$ cat config.mk
export PLATFORM = sky130hd
export DESIGN_NAME = serial_demux_ctrl_p
export DESIGN_NICKNAME = d
export VERILOG_FILES = /design/src/rtl/sdm_pkg.sv /design/src/rtl/serial_field_shifter.sv /design/src/rtl/serial_demux_ctrl_p.sv
export SDC_FILE = /design/constraint.sdc
export NUM_CORES = 1
export LEC_CHECK = 0
export CORE_MARGIN = 3
export CORE_UTILIZATION = 35
export DETAILED_ROUTE_END_ITERATION = 12
export DONT_BUFFER_PORTS = 1
export PLACE_DENSITY = 0.51
export SKIP_CTS_REPAIR_TIMING = 1
export SKIP_LAST_GASP = 1
export SLEW_MARGIN = 20
export SYNTH_ARGS = -nofsm -noshare
export SYNTH_HDL_FRONTEND = slang
export SYNTH_SLANG_ARGS = --single-unit
export TNS_END_PERCENT = 30
$ cat constraint.sdc
create_clock -name clk -period 4.2 [get_ports clk]
set_clock_uncertainty 0.15 [all_clocks]
set_input_delay 0.21 -clock clk [delete_from_list [all_inputs] [get_ports clk]]
set_output_delay 0.21 -clock clk [all_outputs]
set_load 0.02 [all_outputs]
$ cat src/rtl/sdm_pkg.sv
// Shared definitions for the serial frame demultiplexer.
// Holds the frame-walker state encoding and the width helpers used to size
// the port field and the bit counter.
package sdm_pkg;

  localparam int SDM_STATE_W = 3;

  typedef enum logic [SDM_STATE_W-1:0] {
    ST_IDLE = 3'd0,
    ST_PORT = 3'd1,
    ST_LEN  = 3'd2,
    ST_DATA = 3'd3,
    ST_PAR  = 3'd4
  } sdm_state_e;

  // Number of bits needed to encode values 0..value-1 (0 for value <= 1).
  function automatic int sdm_clog2(input int value);
    int r;
    r = 0;
    while ((1 << r) < value) r = r + 1;
    return r;
  endfunction

  function automatic int sdm_max(input int a, input int b);
    return (a > b) ? a : b;
  endfunction

endpackage

$ cat src/rtl/serial_field_shifter.sv
// MSB-first field capture register.
// Bits enter through bit_i on shift_en_i; on load_en_i the completed field
// (including the bit presented on that same edge) is copied to data_o and
// held there while the next field is shifted in.
// Ports:
//   clk, rst    : clock, synchronous active-high reset
//   shift_en_i  : accept bit_i into the shift chain
//   load_en_i   : copy the field value after this shift into data_o
//   bit_i       : serial input bit
//   next_o      : field value including bit_i (combinational)
//   data_o      : held field value
module serial_field_shifter #(
  parameter int W = 2
) (
  input  logic         clk,
  input  logic         rst,
  input  logic         shift_en_i,
  input  logic         load_en_i,
  input  logic         bit_i,
  output logic [W-1:0] next_o,
  output logic [W-1:0] data_o
);

  logic [W-1:0] hold_q;

  // Only the W-1 earlier bits need storage; the last bit of a field comes
  // straight from bit_i on the load edge.
  generate
    if (W == 1) begin : g_single
      assign next_o = bit_i;
    end else begin : g_multi
      logic [W-2:0] shift_q;

      assign next_o = {shift_q, bit_i};

      always_ff @(posedge clk) begin
        if (rst) begin
          shift_q <= '0;
        end else if (shift_en_i) begin
          shift_q <= next_o[W-2:0];
        end
      end
    end
  endgenerate

  always_ff @(posedge clk) begin
    if (rst) begin
      hold_q <= '0;
    end else if (load_en_i) begin
      hold_q <= next_o;
    end
  end

  assign data_o = hold_q;

endmodule

$ cat src/rtl/serial_demux_ctrl_p.sv
// Serial frame controller: waits for a start bit on an idle-high line,
// captures a port field and a length field (both MSB first), then forwards
// the payload bits to one of NUM_CH channels, optionally followed by one
// even-parity bit.
// Ports:
//   clk, rst       : clock, synchronous active-high reset (overrides clk_en)
//   clk_en         : bit strobe; everything except pulse clearing advances on it
//   ser_in         : serial line, idle high
//   ser_out        : registered copy of the last payload bit
//   ser_out_valid  : one-hot per-channel qualifier, one clk per payload bit
//   port_q, len_q  : captured fields, held until the next frame replaces them
//   busy           : high whenever a frame is being received
//   done           : one-clk pulse after the final frame bit
//   port_err       : with done, when the port field names no channel
//   parity_err     : with done, when the even parity check fails
// Handshake: there is no back-pressure. Each payload bit is offered exactly
// once, as a single-clk pulse on ser_out_valid[port_q] with ser_out holding
// the bit; a consumer must take it in that cycle.
module serial_demux_ctrl_p
  import sdm_pkg::*;
#(
  parameter int  NUM_CH    = 4,
  parameter int  LEN_W     = 4,
  parameter bit  PARITY_EN = 1'b0,
  localparam int PORT_W    = sdm_max(1, sdm_clog2(NUM_CH))
) (
  input  logic              clk,
  input  logic              rst,
  input  logic              clk_en,
  input  logic              ser_in,
  output logic              ser_out,
  output logic [NUM_CH-1:0] ser_out_valid,
  output logic [PORT_W-1:0] port_q,
  output logic [LEN_W-1:0]  len_q,
  output logic              busy,
  output logic              done,
  output logic              port_err,
  output logic              parity_err
);

  localparam int CNT_W = sdm_clog2(sdm_max(sdm_max(PORT_W, LEN_W), (1 << LEN_W) - 1) + 1);
  localparam logic [CNT_W-1:0]  PORT_LAST  = CNT_W'(PORT_W - 1);
  localparam logic [CNT_W-1:0]  LEN_LAST   = CNT_W'(LEN_W - 1);
  localparam logic [PORT_W:0]   NUM_CH_EXT = (PORT_W + 1)'(NUM_CH);

  sdm_state_e state_q, state_d;

  logic [CNT_W-1:0]  cnt_q;
  logic [CNT_W-1:0]  len_ext;
  logic              data_last;
  logic [PORT_W-1:0] port_next;
  logic [LEN_W-1:0]  len_next;

  // Per-edge strobes, already qualified by clk_en.
  logic port_shift, port_load, len_shift, len_load;
  logic data_bit, par_bit, frame_end;

  logic              ser_out_q;
  logic [NUM_CH-1:0] valid_q, valid_d;
  logic              done_q, port_err_q, parity_err_q;
  logic              port_bad_q;
  logic              par_q;

  assign len_ext   = CNT_W'(len_q);
  assign data_last = (cnt_q == (len_ext - CNT_W'(1)));

  serial_field_shifter #(.W(PORT_W)) u_port_shift (
    .clk        (clk),
    .rst        (rst),
    .shift_en_i (port_shift),
    .load_en_i  (port_load),
    .bit_i      (ser_in),
    .next_o     (port_next),
    .data_o     (port_q)
  );

  serial_field_shifter #(.W(LEN_W)) u_len_shift (
    .clk        (clk),
    .rst        (rst),
    .shift_en_i (len_shift),
    .load_en_i  (len_load),
    .bit_i      (ser_in),
    .next_o     (len_next),
    .data_o     (len_q)
  );

  always_ff @(posedge clk) begin
    if (rst) begin
      state_q <= ST_IDLE;
    end else begin
      state_q <= state_d;
    end
  end

  always_comb begin
    state_d    = state_q;
    port_shift = 1'b0;
    port_load  = 1'b0;
    len_shift  = 1'b0;
    len_load   = 1'b0;
    data_bit   = 1'b0;
    par_bit    = 1'b0;
    frame_end  = 1'b0;
    if (clk_en) begin
      case (state_q)
        ST_IDLE: begin
          if (!ser_in) state_d = ST_PORT;
        end
        ST_PORT: begin
          port_shift = 1'b1;
          if (cnt_q == PORT_LAST) begin
            port_load = 1'b1;
            state_d   = ST_LEN;
          end
        end
        ST_LEN: begin
          len_shift = 1'b1;
          if (cnt_q == LEN_LAST) begin
            len_load = 1'b1;
            if (len_next != '0) begin
              state_d = ST_DATA;
            end else if (PARITY_EN) begin
              state_d = ST_PAR;
            end else begin
              state_d   = ST_IDLE;
              frame_end = 1'b1;
            end
          end
        end
        ST_DATA: begin
          data_bit = 1'b1;
          if (data_last) begin
            if (PARITY_EN) begin
              state_d = ST_PAR;
            end else begin
              state_d   = ST_IDLE;
              frame_end = 1'b1;
            end
          end
        end
        ST_PAR: begin
          par_bit   = 1'b1;
          state_d   = ST_IDLE;
          frame_end = 1'b1;
        end
        default: state_d = ST_IDLE;
      endcase
    end
  end

  // Channel decode: an out-of-range port matches no channel.
  always_comb begin
    valid_d = '0;
    if (data_bit) begin
      for (int c = 0; c < NUM_CH; c++) begin
        if (port_q == PORT_W'(c)) valid_d[c] = 1'b1;
      end
    end
  end

  // The counter restarts on every state change so each field counts from 0.
  always_ff @(posedge clk) begin
    if (rst) begin
      cnt_q <= '0;
    end else if (clk_en) begin
      if (state_d != state_q) begin
        cnt_q <= '0;
      end else if (state_q != ST_IDLE) begin
        cnt_q <= cnt_q + CNT_W'(1);
      end
    end
  end

  // Pulse registers update every clk so they fall after one cycle even when
  // clk_en stays low; held values only move on qualified strobes.
  always_ff @(posedge clk) begin
    if (rst) begin
      ser_out_q    <= 1'b0;
      valid_q      <= '0;
      done_q       <= 1'b0;
      port_err_q   <= 1'b0;
      parity_err_q <= 1'b0;
      port_bad_q   <= 1'b0;
      par_q        <= 1'b0;
    end else begin
      valid_q      <= valid_d;
      done_q       <= frame_end;
      port_err_q   <= frame_end & port_bad_q;
      parity_err_q <= par_bit & (par_q ^ ser_in);
      if (data_bit) ser_out_q <= ser_in;
      if (port_load) port_bad_q <= ({1'b0, port_next} >= NUM_CH_EXT);
      // Running XOR of port, length and payload bits; the parity bit itself
      // is folded in at the check.
      if (clk_en && state_q == ST_IDLE) begin
        par_q <= 1'b0;
      end else if (port_shift || len_shift || data_bit) begin
        par_q <= par_q ^ ser_in;
      end
    end
  end

  assign ser_out       = ser_out_q;
  assign ser_out_valid = valid_q;
  assign busy          = (state_q != ST_IDLE);
  assign done          = done_q;
  assign port_err      = port_err_q;
  assign parity_err    = parity_err_q;

endmodule

==> results of run 1 <==
## flip-flops by register name, indices dropped and copies added (netlist names)
register and flops:
cnt_q 4, ser_out_valid 4, u_len_shift.data_o 4, state_q 3, u_len_shift.g_multi.shift_q 3, u_port_shift.data_o 2
done 1, par_q 1, parity_err 1, ser_out 1, u_port_shift.g_multi.shift_q 1
## per-layer routing
| layer | wire, µm | GRT usage, % | up-vias | share of wire (%) |
|---|---|---|---|---|
| met1 | 1320 | 17.5 | 455 | 50 |
| met2 | 1100 | 19.1 | 26 | 42 |
| met4 | 44 | 5.58 | 0 | 1.7 |
| li1 | - | - | 498 | - |
| met5 | 0 | 0 | - | 0 |
| met3 | 151 | 3.23 | 5 | 5.8 |
## path summary, 6_finish.rpt
| path | startpoint | endpoint | slack (ns) | cells after the start |
|---|---|---|---|---|
| setup / recovery | state_q[1] | u_len_shift.data_o[0] | 1.69 | 4 |
| hold / removal | clk_en | cnt_q[3] | 0.01 | 3 |
| setup reg to reg | state_q[1] | u_len_shift.data_o[0] | 1.69 | 4 |
| hold reg to reg | u_port_shift.g_multi.shift_q | u_port_shift.data_o[1] | 0.36 | 2 |
## critical path: cells and delay by family, from the launching register on
kind | cells | cell delay, ns
and+or+nand+nor | 3 | 1.42
AOI/OAI and AO/OA | 1 | 0.24
DFF | 1 | 0.58
## layout make-up
cell class | count | area (µm²) | area share [%]
tap | 46 | 57.6 | 4.33
sequential | 25 | 500 | 37.6
timing repair buffer | 3 | 30.0 | 2.26
inverter | 10 | 37.5 | 2.82
multi-input combinational | 101 | 677 | 50.9
clock inverter | 1 | 5.00 | 0.376
clock buffer | 3 | 22.5 | 1.69
## metrics by stage
stage	instance area (µm²)	utilization (%)	worst slack (ns)
after floorplan	1260	-	2.27
after global placement	1270	37.3	1.89
after detailed placement	1270	37.3	1.80
after CTS	1300	38.1	1.76
after global routing	1330	38.9	1.53
final	1330	38.9	1.69
## cells by family (layout without fill, tap and decap cells)
logic type / count (synthesis) / after routing / share of synthesized area (%)
flip-flops: 25 / 25 / 39.6
AND/OR/NAND/NOR: 63 / 63 / 26.7
multiplexers: 8 / 8 / 6.34
adder cells (fa/ha/maj): 3 / 3 / 2.97
XOR/XNOR: 9 / 9 / 7.53
AO/OA/AOI/OAI: 17 / 17 / 9.81
buffers and inverters: 19 / 17 / 6.74
other: 1 / 1 / 0.297
## placed cells by master (no fill, tap or decap), drive strengths merged, types with 2 or more instances in the layout
| master | Yosys | routed |
|---|---|---|
| o21ai | 3 | 3 |
| xor2 | 4 | 4 |
| dfxtp | 25 | 25 |
| or4 | 2 | 2 |
| nor4bb | 2 | 2 |
| clkbuf | 5 | 3 |
| ha | 3 | 3 |
| inv | 10 | 10 |
| a311oi | 2 | 2 |
| nor2 | 22 | 22 |
| dlygate4sd3 | 0 | 3 |
| nand3 | 9 | 9 |
| mux2i | 8 | 8 |
| nor4b | 2 | 2 |
| nand2 | 9 | 9 |
| nor3 | 12 | 12 |
| xnor2 | 4 | 4 |
| a21oi | 5 | 5 |
## report_power, final
group          switching, W  total (W)  leakage, nW  internal (W)
sequential       0.00000800   0.000249        0.202      0.000241
clock             0.0000723   0.000108       0.0177     0.0000357
combinational     0.0000254  0.0000417        0.271     0.0000163
==> metrics.md, run 1 <==
| Metric | Value |
|---|---|
| Post-Syn Area per Cell | 8.71 µm² |
| DRC viols | 0 |
| Final hold violation count | 0 |
| Chip width | 66.1 µm |
| Worst IR drop on VDD | 0.138 mV |
| WL final | 2620 µm |
| WL/cell | 13.8 µm |
| Antenna violations before repair | 0 |
| Setup TNS | 0 ns |
| Final min period | 2.51 ns |
| H-tree depth | 1 |
| CP Class | flip-flop to flip-flop |
| Mapped Nets | 152 |
| Number of synthesized flops with an enable pin | 0 |
| Largest net degree at the start of global routing | 22 |
| Tot Pwr | 0.000399 W |
| Root buffer cell | clkbuf_4 |
| Arr. time, crit path | 2.55 ns |
| Fin nets | 151 |
| Clk buf depth | 2 |
| CP required | 4.24 ns |
| Core region area | 0.00342 mm² |
| Sequential area share after synthesis | 39.6% |
| Top FF cell, synth | dfxtp_1 |
| CTS tree | done |
| Vias in the first global route | 893 |
| Commonest cells post-synth | dfxtp_1, nor2_1, nor3_1 |
| Layout cells sized above 1 | 6.29% |
| CP endpoint kind | flip-flop |
| Worst Path Max Fanout | 13 |
| Number of max-cap violations | 0 |
| Num rows | 21 |
| PD cells | 300 mW/mm² |
| Skew-Pair Late Insertion Delay | 0.32 ns |
| Hold Crit Class | primary input to flip-flop |
| YS warnings | 0 |
| Asr flop ratio synth | 0% |
| CP max-delay cell | nor4bb_1 |
| All-Layer GR Usage | 12.9% |
| Final Non-Filler Cells | 189 |
| Post-synthesis register bit count | 25 |
| I/O Buffers | 0 |
| CP Launch Type | flip-flop |
| F_max | 399 MHz |
| Clock Pin Slew Worst Setup and Hold Paths | 0.13 ns |
| Yosys top cell area share | 39.6% |
| Final Wtd Congestion | 0.811 |
| Syn Std Cell Area | 0.00126 mm² |
| Final setup viols | 0 |
| Yosys cell types | 38 |
| Hold_ws | 0.0132 ns |
| Die area | 0.00436 mm² |
| Avg Vias per Cell | 5.21 |
| Post-synth top area cell | dfxtp_1 |
| Slew HR | 31.2% |
| Crit path cell chain | nor4bb_1 > nand3_1 > a21oi_1 > nor2_1 |
| Height of the die | 66.1 µm |
| CTS sink cnt | 25 |
| N_diodes | 0 |
| Status | completed |
| Initial DRC count | 48 |
| First-pass GRT wire length | 4370 µm |
| Most frequent cell after synthesis | dfxtp_1 |
| Grt ovf | 0 |
| Unrepaired setup endpoints after global routing | no |
| Post-DRT Antenna Nets | 0 |
| Synth area leaders | dfxtp_1, nor2_1, mux2i_1 |
| Slew Viols, Final | 0 |
| HPWL after DPL | 1860 µm |
| Tcrit/Tclk final | 59.7% |
| Worst-margin pin slew | 1.02 ns |
| Post-Place Cells | 182 |
| Worst path max stage delay | 0.93 ns |
| Pleak | 0.491 nW |
| Via count | 984 |
| CTS Buf Count | 3 |
| Drt pass-1 iters | 4 |
| Fillcell total | 361 |
| Initial Utilization | 37.0% |
| Area grow syn2layout | 5.35% |
| Post-synthesis cell count | 145 |
| Number of I/O pins | 19 |
No activity file was read; power rests on OpenSTA's default activity.
==> inputs of run 2 (changes only) <==
==> constraint.sdc (replaced) <==
create_clock -name clk -period 2.4 [get_ports clk]
set_clock_uncertainty 0.15 [all_clocks]
set_input_delay 0.12 -clock clk [delete_from_list [all_inputs] [get_ports clk]]
set_output_delay 0.12 -clock clk [all_outputs]
set_load 0.02 [all_outputs]
==> metrics.md, run 2 (synthesis gave the netlist of run 1 again) <==
| Metric | Value |
|---|---|
| CTS Buf Count | 3 (unchanged) |
| All-Layer GR Usage | 13.7% (+0.80 points) |
| Buf/Inv on CP | 3 (+3) |
| Net switching power | 0.000186 W (+76%) |
| CP Launch Type | flip-flop |
| Largest net degree at the start of global routing | 22 (unchanged) |
| Status | complete, but fails checks |
| Final setup viols | 0 (unchanged) |
| WL/cell | 13.7 µm (-0.68%) |
| I/O Buffers | 0 (unchanged) |
| Arr. time, crit path | 2.25 ns (-0.30 ns) |
| F_max | 459 MHz (+15%) |
| Root buffer cell | clkbuf_4 |
| Min-delay src | ser_in |
| Initial DRC count | 27 (-44%) |
| Clk buf depth | 2 (unchanged) |
| Hold Path Sink | u_port_shift.data_o[0] |
| CTS sink cnt | 25 (unchanged) |
| CTS tree | done |
| Tcrit/Tclk final | 90.8% (+31 points) |
| PD cells | 512 mW/mm² (+71%) |
| Post-DRT Antenna Nets | 0 (unchanged) |
| Clk pwr share | 26.8% (-0.2 points) |
| Antenna violations before repair | 0 (unchanged) |
| CP required | 2.47 ns (-1.77 ns) |
| R2R Setup Slk | 0.22 ns (-1.47 ns) |
| Via count | 1014 (+3.0%) |
| WL final | 2670 µm (+2.0%) |
| Sw Share | 26.4% (-0.036 points) |
| Worst path max stage delay | 0.57 ns (-0.36 ns) |
| Area grow syn2layout | 8.52% |
| Crit path max-delay family | buffers and inverters |
| Final hold violation count | 1 (+1) |
| WP depth | 6 (+2) |
| CP endpoint kind | flip-flop |
| Hold Path Cell Cnt | 4 (+1) |
| Fin nets | 156 (+3.3%) |
| PnR worst setup slack | 0.221 ns (-1.47 ns) |
| Avg Vias per Cell | 5.23 (+0.39%) |
| CP max-delay cell | dlygate4sd3_1 |
| Grt ovf | 0 (unchanged) |
| DRC viols | 0 (unchanged) |
| Reg2Reg Depth | 6 (+2) |
| Height of the die | 66.1 µm (unchanged) |
| Worst Path Max Fanout | 11 (-2) |
| Die area | 0.00436 mm² (unchanged) |
| Hold Crit Class | primary input to flip-flop |
| Skew-Pair Late Insertion Delay | 0.32 ns (about the same) |
| HPWL after DPL | 1970 µm (+5.9%) |
| Vias in the first global route | 1003 (+12%) |
| Final Wtd Congestion | 0.914 (+13%) |
| Number of max-cap violations | 0 (unchanged) |
| Failing checks | hold timing |
| Drt pass-1 iters | 4 (unchanged) |
| Commonest cells after routing, fill and taps aside | dfxtp_1, nor2_1, nor3_1 |
| Final min period | 2.18 ns (-0.328 ns) |
| Chip width | 66.1 µm (unchanged) |
| Reg2reg end | u_len_shift.g_multi.shift_q[0] |
| Gate power share | 11.4% (+0.9 points) |
| Crit path cell chain | buf_4 > nor4bb_1 > buf_4 > mux2i_1 > nor2_1 > dlygate4sd3_1 |
| Layout cells sized above 1 | 8.78% (+2.5 points) |
| H-tree depth | 1 (unchanged) |
| R2r startpoint | state_q[2] |
| Tot Pwr | 0.000702 W (+76%) |
| Unrepaired setup endpoints after global routing | no |
| Sequential power share | 61.8% (-0.7 points) |
| Worst-margin pin slew | 0.723 ns (-0.295 ns) |
| Most common cell after layout, fill and taps aside | dfxtp_1 |
| Pleak | 0.520 nW (+5.8%) |
| Hold_ws | -0.0204 ns (-0.0336 ns) |
| Internal | 0.000516 W (+76%) |
| Clock Pin Slew Worst Setup and Hold Paths | 0.13 ns (about the same) |
| Fillcell total | 373 (+3.3%) |
| Num rows | 21 (unchanged) |
| Worst IR drop on VDD | 0.202 mV (+46%) |
| Most used cell, CP | buf_4 |
| First-pass GRT wire length | 4550 µm (+4.1%) |
| Core Util, Final | 40.1% (+1.2 points) |
| Initial Utilization | 37.0% (unchanged) |
| Worst slack, placed | 0.322 ns (-1.48 ns) |
| Slew Viols, Final | 0 (unchanged) |
| N_diodes | 0 (unchanged) |
| Slew HR | 51.6% (+20 points) |
| Number of I/O pins | 19 (unchanged) |
| Worst Setup SP | state_q[2] |
| CP Class | flip-flop to flip-flop |
| Core region area | 0.00342 mm² (unchanged) |
| Setup TNS | 0 ns (unchanged) |
## run 2: cell count changes in the layout (fill, tap and decap cells not counted), sizes merged
cell	previous run	this run
buf	0	4
dlygate4sd3	3	4
## run 2: power by group through the flow
stage,Sequential (W),Clock [W],Combinational [W]
after detailed placement,0.000443,0,0.0000663
after global routing,0.000436,0.000217,0.0000896
after floorplan,0.000438,0,0.0000683
final,0.000434,0.000188,0.0000801
after CTS,0.000434,0.000199,0.0000667
after global placement,0.000443,0,0.0000658
## run 2: worst max path at each step
| stage | to | slack, ns |
|---|---|---|
| 3_5_place_dp | cnt_q[2] | 0.32 |
| 6_report | u_len_shift.g_multi.shift_q[0] | 0.22 |
| 3_3_place_gp | cnt_q[2] | 0.32 |
| 2_1_floorplan | cnt_q[0] | 0.47 |
| 4_1_cts | cnt_q[2] | 0.31 |
| 5_1_grt | cnt_q[1] | 0.09 |
## run 2: layout make-up
class                   count  area, µm²  share of cell area (%)
clock buffers               3       22.5                    1.64
clock inverters             1       5.00                   0.365
inverters                  10       37.5                    2.74
multi-input cells         101        677                    49.4
flip-flops and latches     25        500                    36.5
well taps                  46       57.6                    4.20
repair buffers              8       70.1                    5.11
## run 2: per-layer routing
metal	track usage, %	vias up	share of wire (%)	wire, µm
li1	-	510	-	-
met1	15.4	468	46	1220
met2	23.7	32	46	1230
met3	3.74	4	6.5	174
met4	6.60	0	1.8	48
met5	0	-	0	0
## run 2: tightest hold or removal path: cells and delay by family
family | cells | cell delay (ns)
AOI/OAI and AO/OA | 1 | 0.04
and+or+nand+nor | 2 | 0.19
buffers and inverters | 1 | 0.07
## run 2: metrics by stage
| step | area [µm²] | std cells |
|---|---|---|
| 2_1_floorplan | 1260 | 145 |
| 3_3_place_gp | 1300 | 186 |
| 3_5_place_dp | 1300 | 186 |
| 4_1_cts | 1330 | 190 |
| 5_1_grt | 1370 | 194 |
| 6_report | 1370 | 194 |
